`src/rtl/pe_pkg.sv`:
```
// pe_pkg: shared definitions for the pe_mac processing element.
//   MODE_PASS / MODE_ACCUM : values of cfg_mode
//   acc_state_t            : accumulation group state (IDLE / OPEN)
//   clog2, dot_width       : elaboration-time width helpers
//   sat_hi, sat_lo         : saturation bounds for a psum of a given width,
//                            returned in 64 bits (callers size-cast them down;
//                            valid for widths up to 63)
package pe_pkg;

  localparam logic MODE_PASS  = 1'b0;
  localparam logic MODE_ACCUM = 1'b1;

  typedef enum logic {
    ACC_IDLE = 1'b0,
    ACC_OPEN = 1'b1
  } acc_state_t;

  // Ceiling log2; clog2(1) == 0 so a single-lane PE adds no tree growth bits.
  function automatic int clog2(input int value);
    int r;
    r = 0;
    for (int v = value - 1; v > 0; v = v >> 1) begin
      r = r + 1;
    end
    return r;
  endfunction

  // Width of the lane-product sum: one full product plus carry growth.
  function automatic int dot_width(input int width, input int lanes);
    return 2 * width + clog2(lanes);
  endfunction

  function automatic logic [63:0] sat_hi(input logic is_signed, input int width);
    if (is_signed) begin
      return (64'd1 << (width - 1)) - 64'd1;
    end
    return (64'd1 << width) - 64'd1;
  endfunction

  // Signed minimum is 1 followed by zeros in the low 'width' bits.
  function automatic logic [63:0] sat_lo(input logic is_signed, input int width);
    if (is_signed) begin
      return ~64'd0 << (width - 1);
    end
    return 64'd0;
  endfunction

endpackage

```
`src/rtl/pe_mult_pipe.sv`:
```
// pe_mult_pipe: WIDTH x WIDTH multiplier with STAGES output registers.
// Operands are sign- or zero-extended to the product width before the
// multiply, so a single unsigned multiplier serves both modes (the low
// 2*WIDTH bits of the product are correct either way).
// Ports:
//   clk        clock
//   rst        synchronous reset, active low
//   en         pipeline advance; all stage registers hold when low
//   is_signed  1 = two's-complement operands
//   a, b       operands
//   p          product, STAGES cycles (of en) after a/b were presented
module pe_mult_pipe #(
  parameter int WIDTH  = 8,
  parameter int STAGES = 2
) (
  input  logic                 clk,
  input  logic                 rst,
  input  logic                 en,
  input  logic                 is_signed,
  input  logic [WIDTH-1:0]     a,
  input  logic [WIDTH-1:0]     b,
  output logic [2*WIDTH-1:0]   p
);

  localparam int PW = 2 * WIDTH;

  logic [PW-1:0] a_ext;
  logic [PW-1:0] b_ext;
  logic [PW-1:0] prod;
  logic [PW-1:0] stage_reg [STAGES];

  always_comb begin
    a_ext = {{WIDTH{is_signed & a[WIDTH-1]}}, a};
    b_ext = {{WIDTH{is_signed & b[WIDTH-1]}}, b};
    prod  = a_ext * b_ext;
  end

  always_ff @(posedge clk) begin
    if (!rst) begin
      for (int k = 0; k < STAGES; k++) begin
        stage_reg[k] <= '0;
      end
    end else if (en) begin
      stage_reg[0] <= prod;
      for (int k = 1; k < STAGES; k++) begin
        stage_reg[k] <= stage_reg[k-1];
      end
    end
  end

  assign p = stage_reg[STAGES-1];

endmodule

```
`src/rtl/pe_mac.sv`:
```
// pe_mac: LANES-wide dot product (data x weight) added to a partial sum,
// with valid/ready flow control and an optional local accumulate mode.
// Pipeline: S0 operand regs -> MULT_STAGES multiplier regs -> adder-tree reg
// -> psum/acc output reg. Latency accept -> out_vld is MULT_STAGES+2.
// The whole pipeline advances on a single enable (no bubble squeezing).
// Build option: define PE_MAC_SAT_EN to make the final add saturate and
// drive out_ovf; otherwise the add wraps and out_ovf is 0.
// Ports:
//   clk, rst                 clock, synchronous active-low reset
//   cfg_mode, cfg_signed     PASS/ACCUM and operand signedness (static while busy)
//   in_data, in_weight       lane i at [i*WIDTH +: WIDTH]
//   in_psum, in_last         partial sum and ACCUM group terminator
//   in_vld, in_rdy           input handshake
//   out_psum, out_ovf        result and saturation flag
//   out_vld, out_rdy         output handshake
//   busy                     beat in flight, result pending or group open
module pe_mac
  import pe_pkg::*;
#(
  parameter int WIDTH       = 8,
  parameter int LANES       = 4,
  parameter int PSUM_WIDTH  = 24,
  parameter int MULT_STAGES = 2
) (
  input  logic                     clk,
  input  logic                     rst,
  input  logic                     cfg_mode,
  input  logic                     cfg_signed,
  input  logic [LANES*WIDTH-1:0]   in_data,
  input  logic [LANES*WIDTH-1:0]   in_weight,
  input  logic [PSUM_WIDTH-1:0]    in_psum,
  input  logic                     in_last,
  input  logic                     in_vld,
  output logic                     in_rdy,
  output logic [PSUM_WIDTH-1:0]    out_psum,
  output logic                     out_vld,
  input  logic                     out_rdy,
  output logic                     out_ovf,
  output logic                     busy
);

  localparam int DOT_W    = dot_width(WIDTH, LANES);
  // Sideband stages: S0, one per multiplier register, adder tree.
  localparam int SB       = MULT_STAGES + 2;
  localparam int TREE_IDX = SB - 1;

  logic adv;
  logic out_vld_reg;
  logic [PSUM_WIDTH-1:0] out_psum_reg;

  assign adv    = !out_vld_reg || out_rdy;
  assign in_rdy = adv;

  // ---------------- S0 and sideband pipeline ----------------
  logic [LANES*WIDTH-1:0] data_reg;
  logic [LANES*WIDTH-1:0] weight_reg;
  logic                   sb_vld_reg  [SB];
  logic [PSUM_WIDTH-1:0]  sb_psum_reg [SB];
  logic                   sb_last_reg [SB];
  logic [DOT_W-1:0]       tree_sum;
  logic [DOT_W-1:0]       tree_reg;

  always_ff @(posedge clk) begin
    if (!rst) begin
      data_reg   <= '0;
      weight_reg <= '0;
      tree_reg   <= '0;
      for (int k = 0; k < SB; k++) begin
        sb_vld_reg[k]  <= 1'b0;
        sb_psum_reg[k] <= '0;
        sb_last_reg[k] <= 1'b0;
      end
    end else if (adv) begin
      // in_rdy == adv, so in_vld alone marks an accepted beat here.
      data_reg       <= in_data;
      weight_reg     <= in_weight;
      sb_vld_reg[0]  <= in_vld;
      sb_psum_reg[0] <= in_psum;
      sb_last_reg[0] <= in_last;
      for (int k = 1; k < SB; k++) begin
        sb_vld_reg[k]  <= sb_vld_reg[k-1];
        sb_psum_reg[k] <= sb_psum_reg[k-1];
        sb_last_reg[k] <= sb_last_reg[k-1];
      end
      tree_reg <= tree_sum;
    end
  end

  // ---------------- lane multipliers ----------------
  logic [2*WIDTH-1:0] lane_prod [LANES];
  logic [DOT_W-1:0]   lane_ext  [LANES];

  generate
    for (genvar gi = 0; gi < LANES; gi++) begin : g_lane
      pe_mult_pipe #(
        .WIDTH  (WIDTH),
        .STAGES (MULT_STAGES)
      ) u_mult (
        .clk       (clk),
        .rst       (rst),
        .en        (adv),
        .is_signed (cfg_signed),
        .a         (data_reg[gi*WIDTH +: WIDTH]),
        .b         (weight_reg[gi*WIDTH +: WIDTH]),
        .p         (lane_prod[gi])
      );
      assign lane_ext[gi] = cfg_signed ? DOT_W'($signed(lane_prod[gi]))
                                       : DOT_W'(lane_prod[gi]);
    end
  endgenerate

  always_comb begin
    tree_sum = '0;
    for (int k = 0; k < LANES; k++) begin
      tree_sum = tree_sum + lane_ext[k];
    end
  end

  // ---------------- final psum / accumulator stage ----------------
  logic                  fin_vld;
  logic                  fin_last;
  logic [PSUM_WIDTH-1:0] fin_psum;
  logic [PSUM_WIDTH-1:0] dot_ext;
  logic [PSUM_WIDTH-1:0] acc_reg;
  logic [PSUM_WIDTH-1:0] add_base;
  logic [PSUM_WIDTH-1:0] sum_val;
  acc_state_t            state_reg;
  acc_state_t            state_next;
  logic                  use_acc;
  logic                  out_load;
  logic                  acc_load;

  assign fin_vld  = sb_vld_reg[TREE_IDX];
  assign fin_last = sb_last_reg[TREE_IDX];
  assign fin_psum = sb_psum_reg[TREE_IDX];
  assign dot_ext  = cfg_signed ? PSUM_WIDTH'($signed(tree_reg))
                               : PSUM_WIDTH'(tree_reg);

  always_comb begin
    state_next = state_reg;
    out_load   = 1'b0;
    acc_load   = 1'b0;
    use_acc    = (cfg_mode == MODE_ACCUM) && (state_reg == ACC_OPEN);
    if (adv && fin_vld) begin
      if (cfg_mode == MODE_PASS) begin
        out_load = 1'b1;
      end else if (fin_last) begin
        out_load   = 1'b1;
        state_next = ACC_IDLE;
      end else begin
        acc_load   = 1'b1;
        state_next = ACC_OPEN;
      end
    end
  end

  // An open group continues from the accumulator and ignores in_psum.
  assign add_base = use_acc ? acc_reg : fin_psum;

`ifdef PE_MAC_SAT_EN
  logic [PSUM_WIDTH:0]   sum_wide;
  logic [PSUM_WIDTH-1:0] lim_hi;
  logic [PSUM_WIDTH-1:0] lim_lo;
  logic                  sat_hit;
  logic                  grp_ovf;
  logic                  out_ovf_reg;
  logic                  acc_ovf_reg;

  // One extra bit makes the sum exact; its top two bits reveal overflow.
  always_comb begin
    sum_wide = {cfg_signed & add_base[PSUM_WIDTH-1], add_base}
             + {cfg_signed & dot_ext[PSUM_WIDTH-1], dot_ext};
    lim_hi   = PSUM_WIDTH'(sat_hi(cfg_signed, PSUM_WIDTH));
    lim_lo   = PSUM_WIDTH'(sat_lo(cfg_signed, PSUM_WIDTH));
    sum_val  = sum_wide[PSUM_WIDTH-1:0];
    sat_hit  = 1'b0;
    if (cfg_signed) begin
      if (sum_wide[PSUM_WIDTH] != sum_wide[PSUM_WIDTH-1]) begin
        sat_hit = 1'b1;
        sum_val = sum_wide[PSUM_WIDTH] ? lim_lo : lim_hi;
      end
    end else if (sum_wide[PSUM_WIDTH]) begin
      // Unsigned dot is never negative, so only the upper bound can trip.
      sat_hit = 1'b1;
      sum_val = lim_hi;
    end
  end

  // Sticky across the group: a saturated intermediate taints the result.
  assign grp_ovf = sat_hit | (use_acc & acc_ovf_reg);
  assign out_ovf = out_ovf_reg;
`else
  assign sum_val = add_base + dot_ext;
  assign out_ovf = 1'b0;
`endif

  always_ff @(posedge clk) begin
    if (!rst) begin
      state_reg    <= ACC_IDLE;
      acc_reg      <= '0;
      out_psum_reg <= '0;
      out_vld_reg  <= 1'b0;
`ifdef PE_MAC_SAT_EN
      out_ovf_reg  <= 1'b0;
      acc_ovf_reg  <= 1'b0;
`endif
    end else if (adv) begin
      state_reg   <= state_next;
      out_vld_reg <= out_load;
      if (out_load) begin
        out_psum_reg <= sum_val;
      end
      if (acc_load) begin
        acc_reg <= sum_val;
      end
`ifdef PE_MAC_SAT_EN
      out_ovf_reg <= out_load & grp_ovf;
      if (acc_load) begin
        acc_ovf_reg <= grp_ovf;
      end
`endif
    end
  end

  assign out_psum = out_psum_reg;
  assign out_vld  = out_vld_reg;

  logic pipe_any;
  always_comb begin
    pipe_any = 1'b0;
    for (int k = 0; k < SB; k++) begin
      pipe_any = pipe_any | sb_vld_reg[k];
    end
  end

  assign busy = pipe_any || out_vld_reg || (state_reg == ACC_OPEN);

endmodule

```
`config.mk`:
```
export PLATFORM = sky130hd
export DESIGN_NAME = pe_mac
export DESIGN_NICKNAME = d
export VERILOG_FILES = /design/src/rtl/pe_pkg.sv /design/src/rtl/pe_mult_pipe.sv /design/src/rtl/pe_mac.sv
export SDC_FILE = /design/constraint.sdc
export NUM_CORES = 1
export LEC_CHECK = 0
export CAP_MARGIN = 20
export CORE_UTILIZATION = 55
export DETAILED_ROUTE_END_ITERATION = 8
export HOLD_SLACK_MARGIN = 0.05
export PLACE_DENSITY = 0.75
export SLEW_MARGIN = 0
export SYNTH_ARGS = -nofsm -noshare
export SYNTH_HDL_FRONTEND = slang
export SYNTH_SLANG_ARGS = --single-unit
```
`constraint.sdc`:
```
create_clock -name clk -period 11.25 [get_ports clk]
set_input_delay 1.125 -clock clk [delete_from_list [all_inputs] [get_ports clk]]
set_output_delay 1.125 -clock clk [all_outputs]
set_load 0.02 [all_outputs]
```
==> results of run 1 <==
==> area by class of cell <==
| class | instances | area (um^2) | area share (%) |
|---|---|---|---|
| multi-input cells | 1852 | 15500 | 52.2 |
| flip-flops and latches | 364 | 9550 | 32.2 |
| repair buffers | 136 | 1350 | 4.54 |
| inverters | 297 | 1120 | 3.78 |
| clock buffers | 54 | 1120 | 3.76 |
| well taps | 615 | 769 | 2.59 |
| clock inverters | 24 | 284 | 0.957 |
==> worst max-delay path, cell delays in order <==
cell and delay [ps]:
sky130_fd_sc_hd__clkdlybuf4s50_1 450, sky130_fd_sc_hd__buf_4 380, sky130_fd_sc_hd__nand2_1 320, sky130_fd_sc_hd__or2_2 370
sky130_fd_sc_hd__fa_1 460, sky130_fd_sc_hd__fa_1 500, sky130_fd_sc_hd__inv_1 50, sky130_fd_sc_hd__fa_1 460
sky130_fd_sc_hd__fa_1 500, sky130_fd_sc_hd__inv_1 50, sky130_fd_sc_hd__fa_1 500, sky130_fd_sc_hd__inv_1 40
sky130_fd_sc_hd__ha_1 280, sky130_fd_sc_hd__o21a_1 120, sky130_fd_sc_hd__o21ai_0 270, sky130_fd_sc_hd__a21oi_1 170
sky130_fd_sc_hd__o21a_1 220, sky130_fd_sc_hd__nor3_1 180, sky130_fd_sc_hd__nor3_1 80
==> report_power, final <==
group / switching, W / internal [W]
logic: 0.000385 / 0.000317
registers: 0.0000857 / 0.00152
clock network: 0.000561 / 0.000807
total: 0.00103 / 0.00264
==> cell usage in the layout, fill, tap and decap left out, types with 10 or more instances in the layout <==
master / netlist / layout
sky130_fd_sc_hd__mux2_2: 23 / 23
sky130_fd_sc_hd__clkbuf_1: 144 / 10
sky130_fd_sc_hd__fa_1: 287 / 287
sky130_fd_sc_hd__and3_1: 199 / 199
sky130_fd_sc_hd__xnor2_1: 55 / 55
sky130_fd_sc_hd__nand3_1: 32 / 32
sky130_fd_sc_hd__and2_1: 145 / 145
sky130_fd_sc_hd__xor2_1: 24 / 24
sky130_fd_sc_hd__a21o_1: 14 / 14
sky130_fd_sc_hd__inv_1: 296 / 295
sky130_fd_sc_hd__edfxtp_1: 226 / 226
sky130_fd_sc_hd__nand2_1: 378 / 377
sky130_fd_sc_hd__dfxtp_1: 138 / 138
sky130_fd_sc_hd__nor3_1: 31 / 31
sky130_fd_sc_hd__buf_4: 1 / 13
sky130_fd_sc_hd__clkbuf_16: 0 / 42
sky130_fd_sc_hd__nor2b_1: 15 / 14
sky130_fd_sc_hd__o211ai_1: 11 / 11
sky130_fd_sc_hd__or2_2: 13 / 13
sky130_fd_sc_hd__o21ai_0: 85 / 85
sky130_fd_sc_hd__o21a_1: 23 / 23
sky130_fd_sc_hd__a211oi_1: 14 / 14
sky130_fd_sc_hd__ha_1: 172 / 172
sky130_fd_sc_hd__clkdlybuf4s50_1: 0 / 120
sky130_fd_sc_hd__a21oi_1: 162 / 162
sky130_fd_sc_hd__nor2_1: 108 / 107
==> per-stage QoR <==
step / cells / total power (W) / hold WS, ps / setup WS [ps] / utilization (%)
global route: 3342 / 0.00386 / 477 / 4740 / 62.1
finish: 3342 / 0.00368 / 456 / 4990 / 62.1
global placement: 3261 / 0.00230 / 440 / 4660 / 59.0
floorplan: 2659 / 0.00211 / 428 / 3880 / -
detailed placement: 3263 / 0.00233 / 449 / 4460 / 59.1
CTS: 3341 / 0.00371 / 454 / 5070 / 62.0
==> synthesized netlist by cell type (23+ instances only) <==
cell type	count	share of area [%]
sky130_fd_sc_hd__xnor2_1	55	1.8
sky130_fd_sc_hd__dfxtp_1	138	10
sky130_fd_sc_hd__a21oi_1	162	3.0
sky130_fd_sc_hd__xor2_1	24	0.79
sky130_fd_sc_hd__o21ai_0	85	1.6
sky130_fd_sc_hd__nand2_1	378	5.3
sky130_fd_sc_hd__nor2_1	108	1.5
sky130_fd_sc_hd__edfxtp_1	226	25
sky130_fd_sc_hd__inv_1	296	4.2
sky130_fd_sc_hd__and2_1	145	3.4
sky130_fd_sc_hd__nor3_1	31	0.58
sky130_fd_sc_hd__o21a_1	23	0.65
sky130_fd_sc_hd__nand3_1	32	0.60
sky130_fd_sc_hd__mux2_2	23	0.97
sky130_fd_sc_hd__and3_1	199	4.7
sky130_fd_sc_hd__fa_1	287	22
sky130_fd_sc_hd__ha_1	172	8.1
sky130_fd_sc_hd__clkbuf_1	144	2.0
==> worst paths after layout <==
check,start,end,slack (ps),depth (start not counted)
worst min-delay path,acc_reg[13]$_SDFFE_PN0P_,acc_reg[13]$_SDFFE_PN0P_,460,2
worst min register to register,acc_reg[13]$_SDFFE_PN0P_,acc_reg[13]$_SDFFE_PN0P_,460,2
worst max register to register,weight_reg[7]$_SDFFE_PN0N_,g_lane[0].u_mult.stage_reg[0][13]$_SDFFCE_PN0P_,5820,17
worst max-delay path,cfg_signed,g_lane[0].u_mult.stage_reg[0][13]$_SDFFCE_PN0P_,4990,19
==> cell families (layout without fill, tap and decap cells) <==
family	after synthesis	after routing	synth area share (%)
flops	364	364	35.8
mux	27	27	1.12
xor+xnor	79	79	2.59
fa+ha+maj	459	459	29.6
compound gates	334	334	7.13
buf+inv	443	511	6.25
other cells	1	1	0.0140
simple gates	952	952	17.6
==> metal layers <==
layer	part of all wire (%)	vias to the layer above	global-route usage, %
met5	0	-	0
li1	-	8800	-
met3	4.4	114	2.75
met2	50	454	40.9
met1	43	9257	31.0
met4	3.2	0	8.52
==> summary.md, run 1 <==
| Metric | Value |
|---|---|
| Total placed instance area | between 20000 and 30000 um^2 |
| Critical path capture point type | flip-flop |
| Via count of the first global-routing pass | 19100 |
| DR WL/cell | around 17 um |
| Worst Max-Slew Pin Slew | 1050 ps |
| Async SR Flop Fraction | 0% |
| Arrival time of the worst setup path | 6570 ps |
| Maximum fanout along the worst path | 26 |
| Count of final max-slew check failures | 0 |
| Highest achievable clock rate | 160 MHz |
| Number of enable flip-flop cells after synthesis | ~230 |
| CTS sink count | 364 |
| LEAKAGE | 14.2 nW |
| Clock Latency Late Sink | 580 ps |
| Non-Filler Cell Area, Final | between 20000 and 30000 um^2 |
| Number of nets in the synthesized netlist | 3213 |
| Power per cell area | 124 nW/um^2 |
| DPL Wire Length | 41200 um |
| Wire length of the first global-routing pass | 94800 um |
| Clock tree buffer depth | 3 |
| Post-layout nets | around 3200 |
| Post-route clock period utilization | between 50% and 60% |
| Port-buffer cells | 121 |
| Total count of hold-check failures in the final report | 0 |
| Worst endpoint required time | about 12000 ps |
| Clock-pin transition on the worst setup and hold timing paths | around 60 ps |
| Detail-routed via count per cell | 5.57 |
| Post-route setup TNS | 0 ps |
| Skew final | 10.5 ps |
| Floorplan die height | 222 um |
| Per-instance average area after synthesis | 10.0 um^2 |
| Crit path launch type | input port |
| Full die area | 49400 um^2 |
| Number of distinct library cell variants in the gate-level netlist after synthesis | 54 |
| Ratio of cells with drive above 1 in the final layout | 4.51% |
| Fill count | 3892 |
| Post-Synthesis Cells | 2659 |
| Die span in x | 222 um |
| Root buffer cell | sky130_fd_sc_hd__clkbuf_16 |
| Total grt overflow | 0 |
| Max rail drop VDD | 0.0968 mV |
| Initial antenna violation count | 1 |
| Synthesis Warnings | 0 |
| RSZ-0062 raised after global routing | no |
| Drt total wl | about 57000 um |
| CTS Hold Buffers Added | 0 |
| Detail Route Antenna Nets | 0 |
| P&R area growth vs syn | 11.2% |
| Number of design-rule violations left by the first detailed-router iteration | 1288 |
| Max FFs per register | 128 |
| Vias | 18600 |
| Worst Setup Path Type | input port to flip-flop |
| Top flip-flop cell by instance count after synthesis | sky130_fd_sc_hd__edfxtp_1 |
| Weighted congestion at the end of routability-driven global placement | roughly 0.9 |
| Portion of the post-synthesis area used by sequential elements | 35.8% |
| Max-slew headroom at the worst pin | a little under a third |
| Largest net degree at the start of global routing | 132 |
| First-pass detailed-route iteration total | 5 |
| Clock tree from TritonCTS | built |
| Worst hold path type | flip-flop to flip-flop |
| Final Critical Period | 6260 ps |
| Io pins | 123 |
| Total global routing track utilization | 23.7% |
| Max-capacitance violation count | 0 |
| Diode insertion count for antenna repair | 0 |
| Number of buffers created by CTS | 42 |
| Core outline area | 47800 um^2 |
| Netlist area before placement | approximately 27000 um^2 |
| Number of setup violations in the final report | 0 |
| Number of resized instances in the post-cts repair step | 0 |
| H-tree depth | 2 |
| Post-CTS setup-driven buffer insertion count | 0 |
| Outcome | finished clean |
| Drc violations | 0 |
| Total of flip-flops plus latches after synthesis | about 360 |
| Effective utilization at floorplan | around 56% |
| Number of cell rows | 80 |
Power figures use the tool's default switching activity.
==> run 2, diff against run 1 <==
Clock period 11.25 ns to 6.5 ns, I/O delays scaled along.
==> run 2 against run 1 <==
  * Total power up 70%
  * Sequential share of layout area about the same
  * Non-clock buffer count up 2
  * Register-to-register slack worse by 4700 ps
  * Combinational power up 74%
  * Via count down 0.85%
  * Cell count about the same
  * Worst setup slack worse by 4100 ps
  * Critical path depth unchanged
  * Critical endpoint is now g_lane[1].u_mult.stage_reg[0][15]$_SDFFCE_PN0P_
==> summary.md, run 2 (synthesis gave the netlist of run 1 again) <==
| Metric | Value |
|---|---|
| Total grt overflow | 0 |
| Drc violations | 0 |
| Portion of total power attributed to combinational logic | between 10% and 20% |
| DR WL/cell | 17.1 um |
| Clock Latency Late Sink | 590 ps |
| Reported net switching power | 0.00181 W |
| Weighted congestion at the end of routability-driven global placement | 0.886 |
| Total count of hold-check failures in the final report | 0 |
| Detail-routed via count per cell | 5.53 |
| Internal cell power | 0.00445 W |
| Number of cell rows | 80 |
| Core outline area | around 48000 um^2 |
| Clock share of power | 36.1% |
| Post-route setup TNS | 0 ps |
| Worst slack on hold paths | between 400 and 500 ps |
| Ratio of cells with drive above 1 in the final layout | 4.51% |
| Die span in x | 222 um |
| Cell mode on critical path | sky130_fd_sc_hd__fa_1 |
| Worst hold path type | flip-flop to flip-flop |
| Drt total wl | 57200 um |
| Total global routing track utilization | between 20% and 30% |
| Max rail drop VDD | 0.184 mV |
| Critical path capture point type | flip-flop |
| CTS Hold Buffers Added | 0 |
| Slack of the worst reg-to-reg path | 1140 ps |
| Number of resized instances in the post-cts repair step | 0 |
| Max FFs per register | roughly 130 |
| H-tree depth | 2 |
| Diode insertion count for antenna repair | 0 |
| First-pass detailed-route iteration total | 6 |
| Most frequent cells in the layout | sky130_fd_sc_hd__nand2_1 (377), sky130_fd_sc_hd__inv_1 (295), sky130_fd_sc_hd__fa_1 (287) |
| Ordered list of cells on the worst path | clkdlybuf4s50_1, buf_12, and2_1, nand2_1, fa_1, inv_1, fa_1, fa_1, fa_1, inv_1, fa_1, inv_1, ha_1, o21a_1, o21ai_0, a21oi_1, o21ai_0, xnor2_1, nor2_1 |
| Io pins | 123 |
| Full die area | 49400 um^2 |
| Most common cell after layout, fill and taps aside | sky130_fd_sc_hd__nand2_1 |
| Post-CTS setup-driven buffer insertion count | 0 |
| Switching Fraction | 28.9% |
| Worst Max-Slew Pin Slew | 1140 ps |
| Effective utilization at floorplan | 55.8% |
| DPL Wire Length | 41800 um |
| Crit path launch type | input port |
| Detail Route Antenna Nets | 0 |
| Max-slew headroom at the worst pin | 23.6% |
| Clock tree from TritonCTS | built |
| Worst Setup Path Type | input port to flip-flop |
| Wire length of the first global-routing pass | approximately 95000 um |
| Highest achievable clock rate | between 150 and 200 MHz |
| Post-layout nets | approximately 3200 |
| Final Critical Period | 5620 ps |
| Vias | 18500 |
| CTS sink count | around 360 |
| Overall power consumption | roughly 0.0063 W |
| Count of final max-slew check failures | 0 |
| Via count of the first global-routing pass | 19300 |
| Outcome | finished clean |
| Arrival time of the worst setup path | 5910 ps |
| Port-buffer cells | 121 |
| Maximum fanout along the worst path | 26 |
| Worst stage delay on the critical path | 540 ps |
| Number of buffers created by CTS | 41 |
| Root buffer cell | sky130_fd_sc_hd__clkbuf_16 |
| Number of design-rule violations left by the first detailed-router iteration | between 1000 and 1500 |
| Clock-pin transition on the worst setup and hold timing paths | roughly 60 ps |
| Initial antenna violation count | 0 |
| Power per cell area | 211 nW/um^2 |
| LEAKAGE | 14.2 nW |
| Worst endpoint required time | 6790 ps |
| RSZ-0062 raised after global routing | no |
| Largest net degree at the start of global routing | about 120 |
| Clock tree buffer depth | 3 |
| Sequential power share | 44.3% |
| Skew final | 42.6 ps |
| Max-capacitance violation count | 0 |
| Floorplan die height | ~220 um |
| Post-route clock period utilization | 86.4% |
| Cell with the largest stage delay on the worst path | sky130_fd_sc_hd__fa_1 |
| P&R area growth vs syn | 11.0% |
| Number of setup violations in the final report | 0 |
-- run 2: per-stage QoR --
stage,area (um^2),instances,worst slack [ps],utilization [%]
after CTS,29600,3340,928,62.0
final,29700,3341,883,62.0
after detailed placement,28300,3265,342,59.2
after global routing,29700,3341,589,62.0
after global placement,28300,3264,586,59.1
after floorplan,26700,2659,1310,-
-- run 2: area by class of cell --
cell class | count | area, um^2
clock inverter | 29 | 284
multi-input combinational | 1852 | 15500
fill | 3788 | 18200
inverter | 297 | 1120
clock buffer | 46 | 1040
sequential | 364 | 9550
tap | 615 | 769
timing repair buffer | 138 | 1370
-- run 2: final timing paths --
kind	cells past startpoint	to	start
min	2	out_psum[6]$_SDFFE_PN0P_	out_psum[6]$_SDFFE_PN0P_
min reg2reg	2	out_psum[6]$_SDFFE_PN0P_	out_psum[6]$_SDFFE_PN0P_
max reg2reg	17	g_lane[1].u_mult.stage_reg[0][15]$_SDFFCE_PN0P_	data_reg[15]$_SDFFE_PN0N_
max	19	g_lane[1].u_mult.stage_reg[0][15]$_SDFFCE_PN0P_	cfg_signed
-- run 2: power by group through the flow --
| stage | clock [W] | combinational [W] | sequential (W) |
|---|---|---|---|
| 2_1_floorplan | 0 | 0.000932 | 0.00273 |
| 6_report | 0.00226 | 0.00122 | 0.00277 |
| 5_1_grt | 0.00240 | 0.00140 | 0.00279 |
| 3_5_place_dp | 0 | 0.00122 | 0.00282 |
| 4_1_cts | 0.00230 | 0.00124 | 0.00277 |
| 3_3_place_gp | 0 | 0.00116 | 0.00282 |
-- run 2: routing by layer --
| metal | up-vias | wire [um] | global-route usage, % |
|---|---|---|---|
| met5 | - | 0 | 0 |
| met3 | 88 | 3030 | 3.53 |
| li1 | 8779 | - | - |
| met4 | 0 | 1330 | 6.92 |
| met1 | 9146 | 23700 | 30.5 |
| met2 | 454 | 29100 | 42.1 |
-- run 2: worst max-delay path: cells and delay by family --
kind | cells | cell delay (ps)
compound gates | 4 | 930
xor+xnor | 1 | 150
fa+ha+maj | 6 | 2810
buf+inv | 5 | 890
simple gates | 3 | 450
